--- config.mk ---
export PLATFORM = sky130hd
export DESIGN_NAME = counter_b4_sequencer
export DESIGN_NICKNAME = d
export VERILOG_FILES = /design/src/rtl/counter_b4_sequencer.sv
export SDC_FILE = /design/constraint.sdc
export NUM_CORES = 1
export LEC_CHECK = 0
export CAP_MARGIN = 0
export CORE_MARGIN = 2
export CORE_UTILIZATION = 41
export CTS_CLUSTER_SIZE = 30
export DETAILED_ROUTE_END_ITERATION = 10
export SLEW_MARGIN = 20
export SYNTH_ARGS = -nofsm -noshare
export SYNTH_HDL_FRONTEND = slang
export SYNTH_SLANG_ARGS = --single-unit
--- constraint.sdc ---
create_clock -name b4_clk -period 2.95 [get_ports b4_clk]
set_input_delay 0.7375 -clock b4_clk [delete_from_list [all_inputs] [get_ports b4_clk]]
set_output_delay 0.7375 -clock b4_clk [all_outputs]
set_load 0.005 [all_outputs]
--- src/rtl/counter_b4_sequencer.sv ---
// Purpose  : command sequencer that plays buffered {mode, data, length} commands
//            onto the enable/mode/D inputs of the 4-bit up/down/load counter.
// Latency  : a command accepted at edge k into an empty FIFO enables the counter after edge k+1.
// Backpressure: cmd_ready = !full, from the FIFO count only; a same-cycle pop does not free a slot.
//
// Ports (top counter_b4_sequencer):
//   b4_clk, b4_reset_n              clock, asynchronous active-low reset
//   cmd_valid/cmd_ready             command handshake; cmd_mode, cmd_data, cmd_len payload
//   b4_rco                          ripple-carry from the counter (abort source when enabled)
//   b4_enable, b4_mode, b4_D        registered counter controls
//   busy, done, cmd_abort           status: running, last cycle of a command, early end on rco
//   fifo_count                      commands currently buffered
//
// Optional feature: define SEQ_RCO_ABORT_EN to end a non-load command early when b4_rco is seen.
// Without it b4_rco is ignored and cmd_abort is tied 0.

// Generic synchronous FIFO with occupancy count.
// Latency: data written at an edge is visible on rdat_o after that edge.
// Backpressure: pushes while full and pops while empty are ignored.
module seq_fifo #(
    parameter int W     = 8,
    parameter int DEPTH = 4
) (
    input  logic                       clk,
    input  logic                       rst_n,
    input  logic                       push_i,
    input  logic                       pop_i,
    input  logic [W-1:0]               wdat_i,
    output logic [W-1:0]               rdat_o,
    output logic [$clog2(DEPTH):0]     count_o,
    output logic                       full_o,
    output logic                       empty_o
);
    localparam int PTR_W = $clog2(DEPTH);
    localparam int CNT_W = PTR_W + 1;

    logic [W-1:0]     mem_q [DEPTH];
    logic [PTR_W-1:0] wr_ptr_q, wr_ptr_d;
    logic [PTR_W-1:0] rd_ptr_q, rd_ptr_d;
    logic [CNT_W-1:0] count_q, count_d;
    logic             do_push;
    logic             do_pop;

    assign full_o  = (count_q == CNT_W'(DEPTH));
    assign empty_o = (count_q == '0);
    assign do_push = push_i && !full_o;
    assign do_pop  = pop_i && !empty_o;
    assign rdat_o  = mem_q[rd_ptr_q];
    assign count_o = count_q;

    // DEPTH is a power of two, so pointers wrap naturally; the extra count bit
    // separates full from empty.
    always_comb begin
        wr_ptr_d = wr_ptr_q;
        rd_ptr_d = rd_ptr_q;
        count_d  = count_q;
        if (do_push) begin
            wr_ptr_d = wr_ptr_q + PTR_W'(1);
        end
        if (do_pop) begin
            rd_ptr_d = rd_ptr_q + PTR_W'(1);
        end
        case ({do_push, do_pop})
            2'b10:   count_d = count_q + CNT_W'(1);
            2'b01:   count_d = count_q - CNT_W'(1);
            default: count_d = count_q;
        endcase
    end

    always_ff @(posedge clk or negedge rst_n) begin
        if (!rst_n) begin
            wr_ptr_q <= '0;
            rd_ptr_q <= '0;
            count_q  <= '0;
        end else begin
            wr_ptr_q <= wr_ptr_d;
            rd_ptr_q <= rd_ptr_d;
            count_q  <= count_d;
        end
    end

    // Storage needs no reset: nothing is read before it has been written.
    always_ff @(posedge clk) begin
        if (do_push) begin
            mem_q[wr_ptr_q] <= wdat_i;
        end
    end
endmodule

// Command sequencer top.
// Latency: accept at edge k -> b4_enable high after edge k+1; back-to-back commands run with no gap.
// Backpressure: cmd_ready drops only when the FIFO holds DEPTH commands.
module counter_b4_sequencer #(
    parameter int DEPTH = 4,
    parameter int LEN_W = 4
) (
    input  logic                   b4_clk,
    input  logic                   b4_reset_n,
    input  logic                   cmd_valid,
    output logic                   cmd_ready,
    input  logic [1:0]             cmd_mode,
    input  logic [3:0]             cmd_data,
    input  logic [LEN_W-1:0]       cmd_len,
    input  logic                   b4_rco,
    output logic                   b4_enable,
    output logic [1:0]             b4_mode,
    output logic [3:0]             b4_D,
    output logic                   busy,
    output logic                   done,
    output logic                   cmd_abort,
    output logic [$clog2(DEPTH):0] fifo_count
);
    typedef struct packed {
        logic [1:0]       mode;
        logic [3:0]       data;
        logic [LEN_W-1:0] len;
    } cmd_t;

    typedef enum logic [0:0] {
        ST_IDLE = 1'b0,
        ST_RUN  = 1'b1
    } state_e;

    state_e           state_q, state_d;
    logic [LEN_W-1:0] rem_q, rem_d;
    logic [1:0]       mode_q, mode_d;
    logic [3:0]       data_q, data_d;
    logic             en_q, en_d;

    cmd_t             push_cmd;
    cmd_t             head_cmd;
    logic             fifo_full;
    logic             fifo_empty;
    logic             pop;
    logic             rco_hit;
    logic             end_cmd;
    logic             done_c;
    logic             abort_c;

    assign push_cmd = '{mode: cmd_mode, data: cmd_data, len: cmd_len};
    assign cmd_ready = !fifo_full;

    seq_fifo #(
        .W     ($bits(cmd_t)),
        .DEPTH (DEPTH)
    ) u_fifo (
        .clk     (b4_clk),
        .rst_n   (b4_reset_n),
        .push_i  (cmd_valid),
        .pop_i   (pop),
        .wdat_i  (push_cmd),
        .rdat_o  (head_cmd),
        .count_o (fifo_count),
        .full_o  (fifo_full),
        .empty_o (fifo_empty)
    );

`ifdef SEQ_RCO_ABORT_EN
    // Load mode legitimately parks the counter at any value, so rco only
    // terminates counting modes.
    assign rco_hit = b4_rco && (mode_q != 2'b11);
`else
    logic unused_rco;
    assign unused_rco = b4_rco;
    assign rco_hit    = 1'b0;
`endif

    assign end_cmd = (rem_q == '0) || rco_hit;

    always_comb begin
        state_d = state_q;
        rem_d   = rem_q;
        mode_d  = mode_q;
        data_d  = data_q;
        pop     = 1'b0;
        done_c  = 1'b0;
        abort_c = 1'b0;
        case (state_q)
            ST_IDLE: begin
                // mode/D keep their last values while idle; only enable drops.
                if (!fifo_empty) begin
                    pop     = 1'b1;
                    mode_d  = head_cmd.mode;
                    data_d  = head_cmd.data;
                    rem_d   = head_cmd.len;
                    state_d = ST_RUN;
                end
            end
            ST_RUN: begin
                if (end_cmd) begin
                    done_c  = 1'b1;
                    // An rco on the natural last cycle is an ordinary completion.
                    abort_c = rco_hit && (rem_q != '0);
                    if (!fifo_empty) begin
                        // Chain straight into the next command so the counter
                        // keeps its value.
                        pop    = 1'b1;
                        mode_d = head_cmd.mode;
                        data_d = head_cmd.data;
                        rem_d  = head_cmd.len;
                    end else begin
                        state_d = ST_IDLE;
                    end
                end else begin
                    rem_d = rem_q - LEN_W'(1);
                end
            end
            default: begin
                state_d = ST_IDLE;
            end
        endcase
        en_d = (state_d == ST_RUN);
    end

    always_ff @(posedge b4_clk or negedge b4_reset_n) begin
        if (!b4_reset_n) begin
            state_q <= ST_IDLE;
            rem_q   <= '0;
            mode_q  <= 2'b00;
            data_q  <= 4'h0;
            en_q    <= 1'b0;
        end else begin
            state_q <= state_d;
            rem_q   <= rem_d;
            mode_q  <= mode_d;
            data_q  <= data_d;
            en_q    <= en_d;
        end
    end

    assign b4_enable = en_q;
    assign b4_mode   = mode_q;
    assign b4_D      = data_q;
    assign busy      = (state_q == ST_RUN);
    assign done      = done_c;
    assign cmd_abort = abort_c;
endmodule

==> results of run 1 <==
per-layer routing:
layer / routed length, µm / track usage, % / part of all wire, % / up-vias
met3: 123 / 3.708 / 3.1 / 9
li1: - / - / - / 565
met4: 83 / 8.305 / 2.1 / 0
met2: 2207 / 25.00 / 55 / 32
met5: 0 / 0 / 0 / -
met1: 1580 / 15.51 / 40 / 635
synth_stat cells (all sizes together):
library cell | number | area share (%)
a211o | 1 | 0.37
a21o | 1 | 0.31
and2 | 1 | 0.26
and3 | 5 | 1.3
buf | 4 | 1.3
clkinv | 1 | 0.37
conb | 1 | 0.16
dfrtp | 18 | 19
edfxtp | 40 | 50
fa | 1 | 0.83
ha | 7 | 3.6
inv | 9 | 1.4
mux2 | 7 | 3.3
mux2i | 3 | 1.3
mux4 | 10 | 9.4
nand2 | 3 | 1.1
nand3 | 3 | 0.63
nor2 | 3 | 0.47
nor3 | 2 | 0.42
o21a | 2 | 0.63
o221a | 2 | 0.94
or3 | 1 | 0.47
or3b | 1 | 0.47
xnor2 | 3 | 1.1
xor2 | 3 | 1.1
power by group through the flow:
stage                     clock, W  combinational [W]  sequential, W
after floorplan                  0           0.000600        0.00124
after global placement           0           0.000793        0.00132
after detailed placement         0           0.000828        0.00134
after CTS                 0.000695           0.000832        0.00132
after global routing      0.000733           0.000900        0.00135
final                     0.000678           0.000812        0.00131
area by class of cell:
type	count	area, µm²
fillers	469	2673
repair buffers	26	257.7
well taps	72	90.09
clock inverters	6	57.56
inverters	10	42.54
flip-flops and latches	58	1652
multi-input cells	60	674.4
clock buffers	10	127.6
flip-flops by register name, summed over array words and instances, names as in the netlist:
signal,flops
u_fifo.mem_q,40
u_fifo.wr_ptr_q,2
b4_enable,1
rem_q,4
b4_D,4
u_fifo.rd_ptr_q,2
u_fifo.count_o,3
b4_mode,2
worst max-delay path by stage:
stage	startpoint	end	slack (ns)	cells past startpoint
floorplan	rem_q[0]	u_fifo.count_o[2]	0.68	12
global placement	cmd_valid	u_fifo.count_o[2]	0.47	9
detailed placement	cmd_valid	u_fifo.count_o[2]	0.38	9
CTS	rem_q[0]	done	0.24	5
global route	rem_q[0]	done	0.15	5
finish	rem_q[0]	done	0.26	5
metrics by stage:
stage	util [%]	hold WS, ns
after floorplan	-	0.4419
after global placement	48.73	0.4934
after detailed placement	48.73	0.5024
after CTS	52.05	0.5171
after global routing	52.05	0.5335
final	52.05	0.5087
logic make-up (layout without fill, tap and decap cells):
family / count (synthesis) / count (layout) / share of synthesized area [%]
AOI/OAI and AO/OA: 6 / 6 / 2.242
xor gates and xnor gates: 6 / 6 / 2.190
adders and majority gates: 8 / 8 / 4.484
buffers and inverters: 14 / 52 / 3.076
DFF: 58 / 58 / 68.82
muxes: 20 / 20 / 13.92
other: 1 / 1 / 0.1563
and+or+nand+nor: 19 / 19 / 5.109
worst register-to-register path, cell delays in order (launching register included):
cell and delay, ns:
dfrtp_1 0.40, inv_1 0.09, ha_1 0.14, or3b_4 0.40
nand2_4 0.12, nand2_4 0.08, clkinv_4 0.10, ha_1 0.20
inv_1 0.06, fa_1 0.37, xor2_1 0.15, nor2_1 0.11
xor2_1 0.16
==> results.json, run 1 <==
{
  "fin_ws_ns": 0.2645,
  "grt_max_degree": 19,
  "diodes": 0,
  "arrival_ns": 1.95,
  "tns_ns": 0,
  "pwr-share-clk_pct": 24.2,
  "drtIter0Drc": 44,
  "relSlewSlack_pct": 51.22,
  "netSwitchingFraction_pct": 29.00,
  "ir_drop_v": 0.0003855,
  "cp_max_fo": 4,
  "fmax_mhz": 372.4,
  "finalPower_w": 0.002802,
  "layout_common_cells": "40 x edfxtp_1, 25 x clkdlybuf4s50_1, 18 x dfrtp_1",
  "placed_area_mm2": 0.002716,
  "drive_above_1_share_pct": 21.76,
  "drt_pass1_iterations": 4,
  "preCtsSetupSlack_ns": 0.3821,
  "grt_pass1_wl_um": 6513,
  "crit_type": "flop to primary output",
  "ys_warn_count": 0,
  "die_x_um": 80.51,
  "avgRoutedWirePerCell_um": 16.50,
  "die_y_um": 80.51,
  "internal-power_w": 0.001989,
  "place_congestion": 0.7338,
  "whs_path_depth": 1,
  "status": "complete, no violations",
  "grt_overflow": 0,
  "worstHoldPathType": "flop to flop",
  "grt.total_usage_pct": 14.28,
  "r2r-end": "u_fifo.count_o[2]",
  "synth.avg_cell_area_um2": 18.18,
  "cp_top_family": "buffers and inverters",
  "tritoncts": "yes",
  "ys_ff_latch": 58,
  "cts_setup_buffers": 0,
  "cts-buffers-inserted": 9,
  "fin_area_mm2": 0.002902,
  "combPwrFrac_pct": 29.0,
  "grt_setup_unrepaired": "no",
  "clk_path_buf_depth": 2,
  "cp-end-kind": "primary output",
  "fin_skew_ns": 0.006098,
  "clock_sinks": 58,
  "dp_cells": 226,
  "netlist_instances": 132,
  "hold_viol_final": 0,
  "path_cells": "inv_1 > ha_1 > or3b_4 > nor2_1 > clkdlybuf4s50_1",
  "whs_endpoint": "b4_mode[0]",
  "p_leak_nw": 1.100,
  "required_ns": 2.21,
  "tightest_slew_ns": 0.7317,
  "avgViaCountPerCell": 5.128,
  "fp.coreArea_mm2": 0.005574,
  "dp_hpwl_um": 2617,
  "cts_max_level": 3,
  "start_util_pct": 43.05,
  "rows": 27,
  "power_switching_w": 0.0008127,
  "cp-start-kind": "flop",
  "io_buffers": 25,
  "antenna_found_initial": 0,
  "synth.distinct_cells": 28,
  "crit_buf_inv": 2,
  "cts_hold_buf": 0,
  "min_period_ns": 2.685,
  "synth_nets": 154,
  "areaGrowthSynthToFinish_pct": 20.91,
  "wl_um": 3994,
  "nets": 187,
  "drv_cap": 0,
  "syn_area_mm2": 0.002400,
  "reg2reg_slack_ns": 0.50,
  "grt_pass1_vias": 1335,
  "slowest_stage": "clkdlybuf4s50_1",
  "cts_resized": 0,
  "clk_pin_slew_ns": 0.06,
  "cts-root-buf": "clkbuf_8",
  "yosysSeqAreaShare_pct": 68.82,
  "ios": 28,
  "period_share_pct": 91.03,
  "p_seq_share_pct": 46.8,
  "drc_errors": 0,
  "die-area_mm2": 0.006481,
  "final_common_cell": "edfxtp_1",
  "final-instance-count-excl-fill": 242,
  "setup_viol": 0,
  "reg2reg_from": "rem_q[0]",
  "dr_total_vias": 1241,
  "power.density_mw_per_mm2": 965.8,
  "slowest_delay_ns": 0.50,
  "worstHoldStart": "b4_mode[0]",
  "slew_violations": 0,
  "rr_worst_depth": 12,
  "final_antenna_net_count": 0,
  "clk_latency_ns": 0.32
}
Power figures use the tool's default switching activity.
==> run 2, diff against run 1 <==
CORE_MARGIN = 1   (was 2)
==> results.json, run 2 (synthesized netlist as in run 1, its figures left out) <==
{
  "grt_pass1_vias": 1338,
  "dp_cells": 226,
  "relSlewSlack_pct": 51.31,
  "power.density_mw_per_mm2": 968.0,
  "fin_ws_ns": 0.2401,
  "diodes": 0,
  "grt_overflow": 0,
  "reg2reg_slack_ns": 0.49,
  "whs_ns": 0.5098,
  "worstHoldStart": "b4_D[1]",
  "cp-end-kind": "primary output",
  "crit_type": "flop to primary output",
  "top_register": "u_fifo.mem_q",
  "grt_max_degree": 19,
  "fin_util_pct": 52.05,
  "pwr-share-clk_pct": 24.5,
  "r2r-end": "u_fifo.count_o[2]",
  "clk_path_buf_depth": 2,
  "min_period_ns": 2.710,
  "cts-root-buf": "clkbuf_8",
  "drc_errors": 0,
  "arrival_ns": 1.97,
  "drv_cap": 0,
  "p_seq_share_pct": 46.7,
  "antenna_found_initial": 0,
  "tns_ns": 0,
  "start_util_pct": 43.05,
  "reg2reg_from": "rem_q[0]",
  "place_congestion": 0.7154,
  "cp-start-kind": "flop",
  "layout_common_cells": "40 x edfxtp_1, 25 x clkdlybuf4s50_1, 18 x dfrtp_1",
  "cp_max_fo": 4,
  "dr_total_vias": 1214,
  "whs_path_depth": 1,
  "tritoncts": "yes",
  "die-area_mm2": 0.006163,
  "grt_setup_unrepaired": "no",
  "final_antenna_net_count": 0,
  "cts_resized": 0,
  "die_y_um": 78.51,
  "cts_hold_buf": 0,
  "clk_pin_slew_ns": 0.06,
  "clock_sinks": 58,
  "setup_viol": 0,
  "cts-buffers-inserted": 9,
  "netSwitchingFraction_pct": 28.46,
  "ir_drop_v": 0.0003663,
  "whs_endpoint": "b4_D[1]",
  "preCtsSetupSlack_ns": 0.4032,
  "required_ns": 2.21,
  "nets": 187,
  "rows": 27,
  "internal-power_w": 0.002010,
  "drive_above_1_share_pct": 21.30,
  "clk_latency_ns": 0.33,
  "wl_um": 3957,
  "final-instance-count-excl-fill": 241,
  "cts_max_level": 3,
  "power_switching_w": 0.0007993,
  "grt.total_usage_pct": 15.34,
  "die_x_um": 78.51,
  "avgViaCountPerCell": 5.037,
  "final_common_cell": "edfxtp_1",
  "fp.coreArea_mm2": 0.005574,
  "combPwrFrac_pct": 28.8,
  "ios": 28,
  "drtIter0Drc": 23,
  "areaGrowthSynthToFinish_pct": 20.91,
  "cts_setup_buffers": 0,
  "worstHoldPathType": "flop to flop",
  "dp_hpwl_um": 2608,
  "fmax_mhz": 369.0,
  "status": "complete, no violations",
  "largest_reg_flops": 40,
  "slew_violations": 0,
  "drt_pass1_iterations": 4,
  "tightest_slew_ns": 0.7304,
  "avgRoutedWirePerCell_um": 16.42,
  "fin_skew_ns": 0.004854,
  "io_buffers": 25,
  "rr_worst_depth": 12,
  "period_share_pct": 91.86,
  "final.fill_count": 471,
  "grt_pass1_wl_um": 6548,
  "p_leak_nw": 1.099,
  "hold_viol_final": 0
}
run 2: cell type report:
class / count / area [µm²] / share of cell area [%]
Multi-Input combinational cell: 60 / 674.4 / 23.24
Clock inverter: 4 / 43.79 / 1.509
Timing Repair Buffer: 26 / 257.7 / 8.883
Sequential cell: 58 / 1652 / 56.92
Clock buffer: 11 / 141.4 / 4.873
Tap cell: 72 / 90.09 / 3.105
Inverter: 10 / 42.54 / 1.466
run 2: how the worst max path moves through the flow:
stage | from | slack (ns) | endpoint | cells after the start
after detailed placement | cmd_valid | 0.40 | u_fifo.count_o[2] | 9
after global routing | rem_q[0] | 0.09 | done | 5
final | rem_q[0] | 0.24 | done | 5
after floorplan | rem_q[0] | 0.68 | u_fifo.count_o[2] | 12
after global placement | cmd_valid | 0.47 | u_fifo.count_o[2] | 9
after CTS | rem_q[0] | 0.20 | done | 5
run 2: critical path, stage by stage, from the launching register on:
cell and delay, ns:
dfrtp_1 0.40, inv_1 0.09, ha_1 0.14, or3b_4 0.40
nor2_1 0.11, clkdlybuf4s50_1 0.51
run 2: per-layer routing:
metal  wire length (µm)  vias to the layer above  global-route usage (%)
met5                  0                        -                       0
met4                109                        0                   11.11
met3                156                       11                   3.721
met2               2225                       26                   26.43
met1               1466                      617                   16.27
li1                   -                      560                       -
run 2: power by group through the flow:
stage / registers, W / clock network (W) / logic [W]
final: 0.00131 / 0.000689 / 0.000808
after global routing: 0.00135 / 0.000744 / 0.000897
after CTS: 0.00132 / 0.000712 / 0.000829
after detailed placement: 0.00134 / 0 / 0.000826
after global placement: 0.00132 / 0 / 0.000791
after floorplan: 0.00124 / 0 / 0.000600
run 2: metrics by stage:
stage | area (µm²) | total power (W)
after floorplan | 2400 | 0.001840
after global placement | 2716 | 0.002107
after detailed placement | 2716 | 0.002163
after CTS | 2902 | 0.002862
after global routing | 2902 | 0.002992
final | 2902 | 0.002809
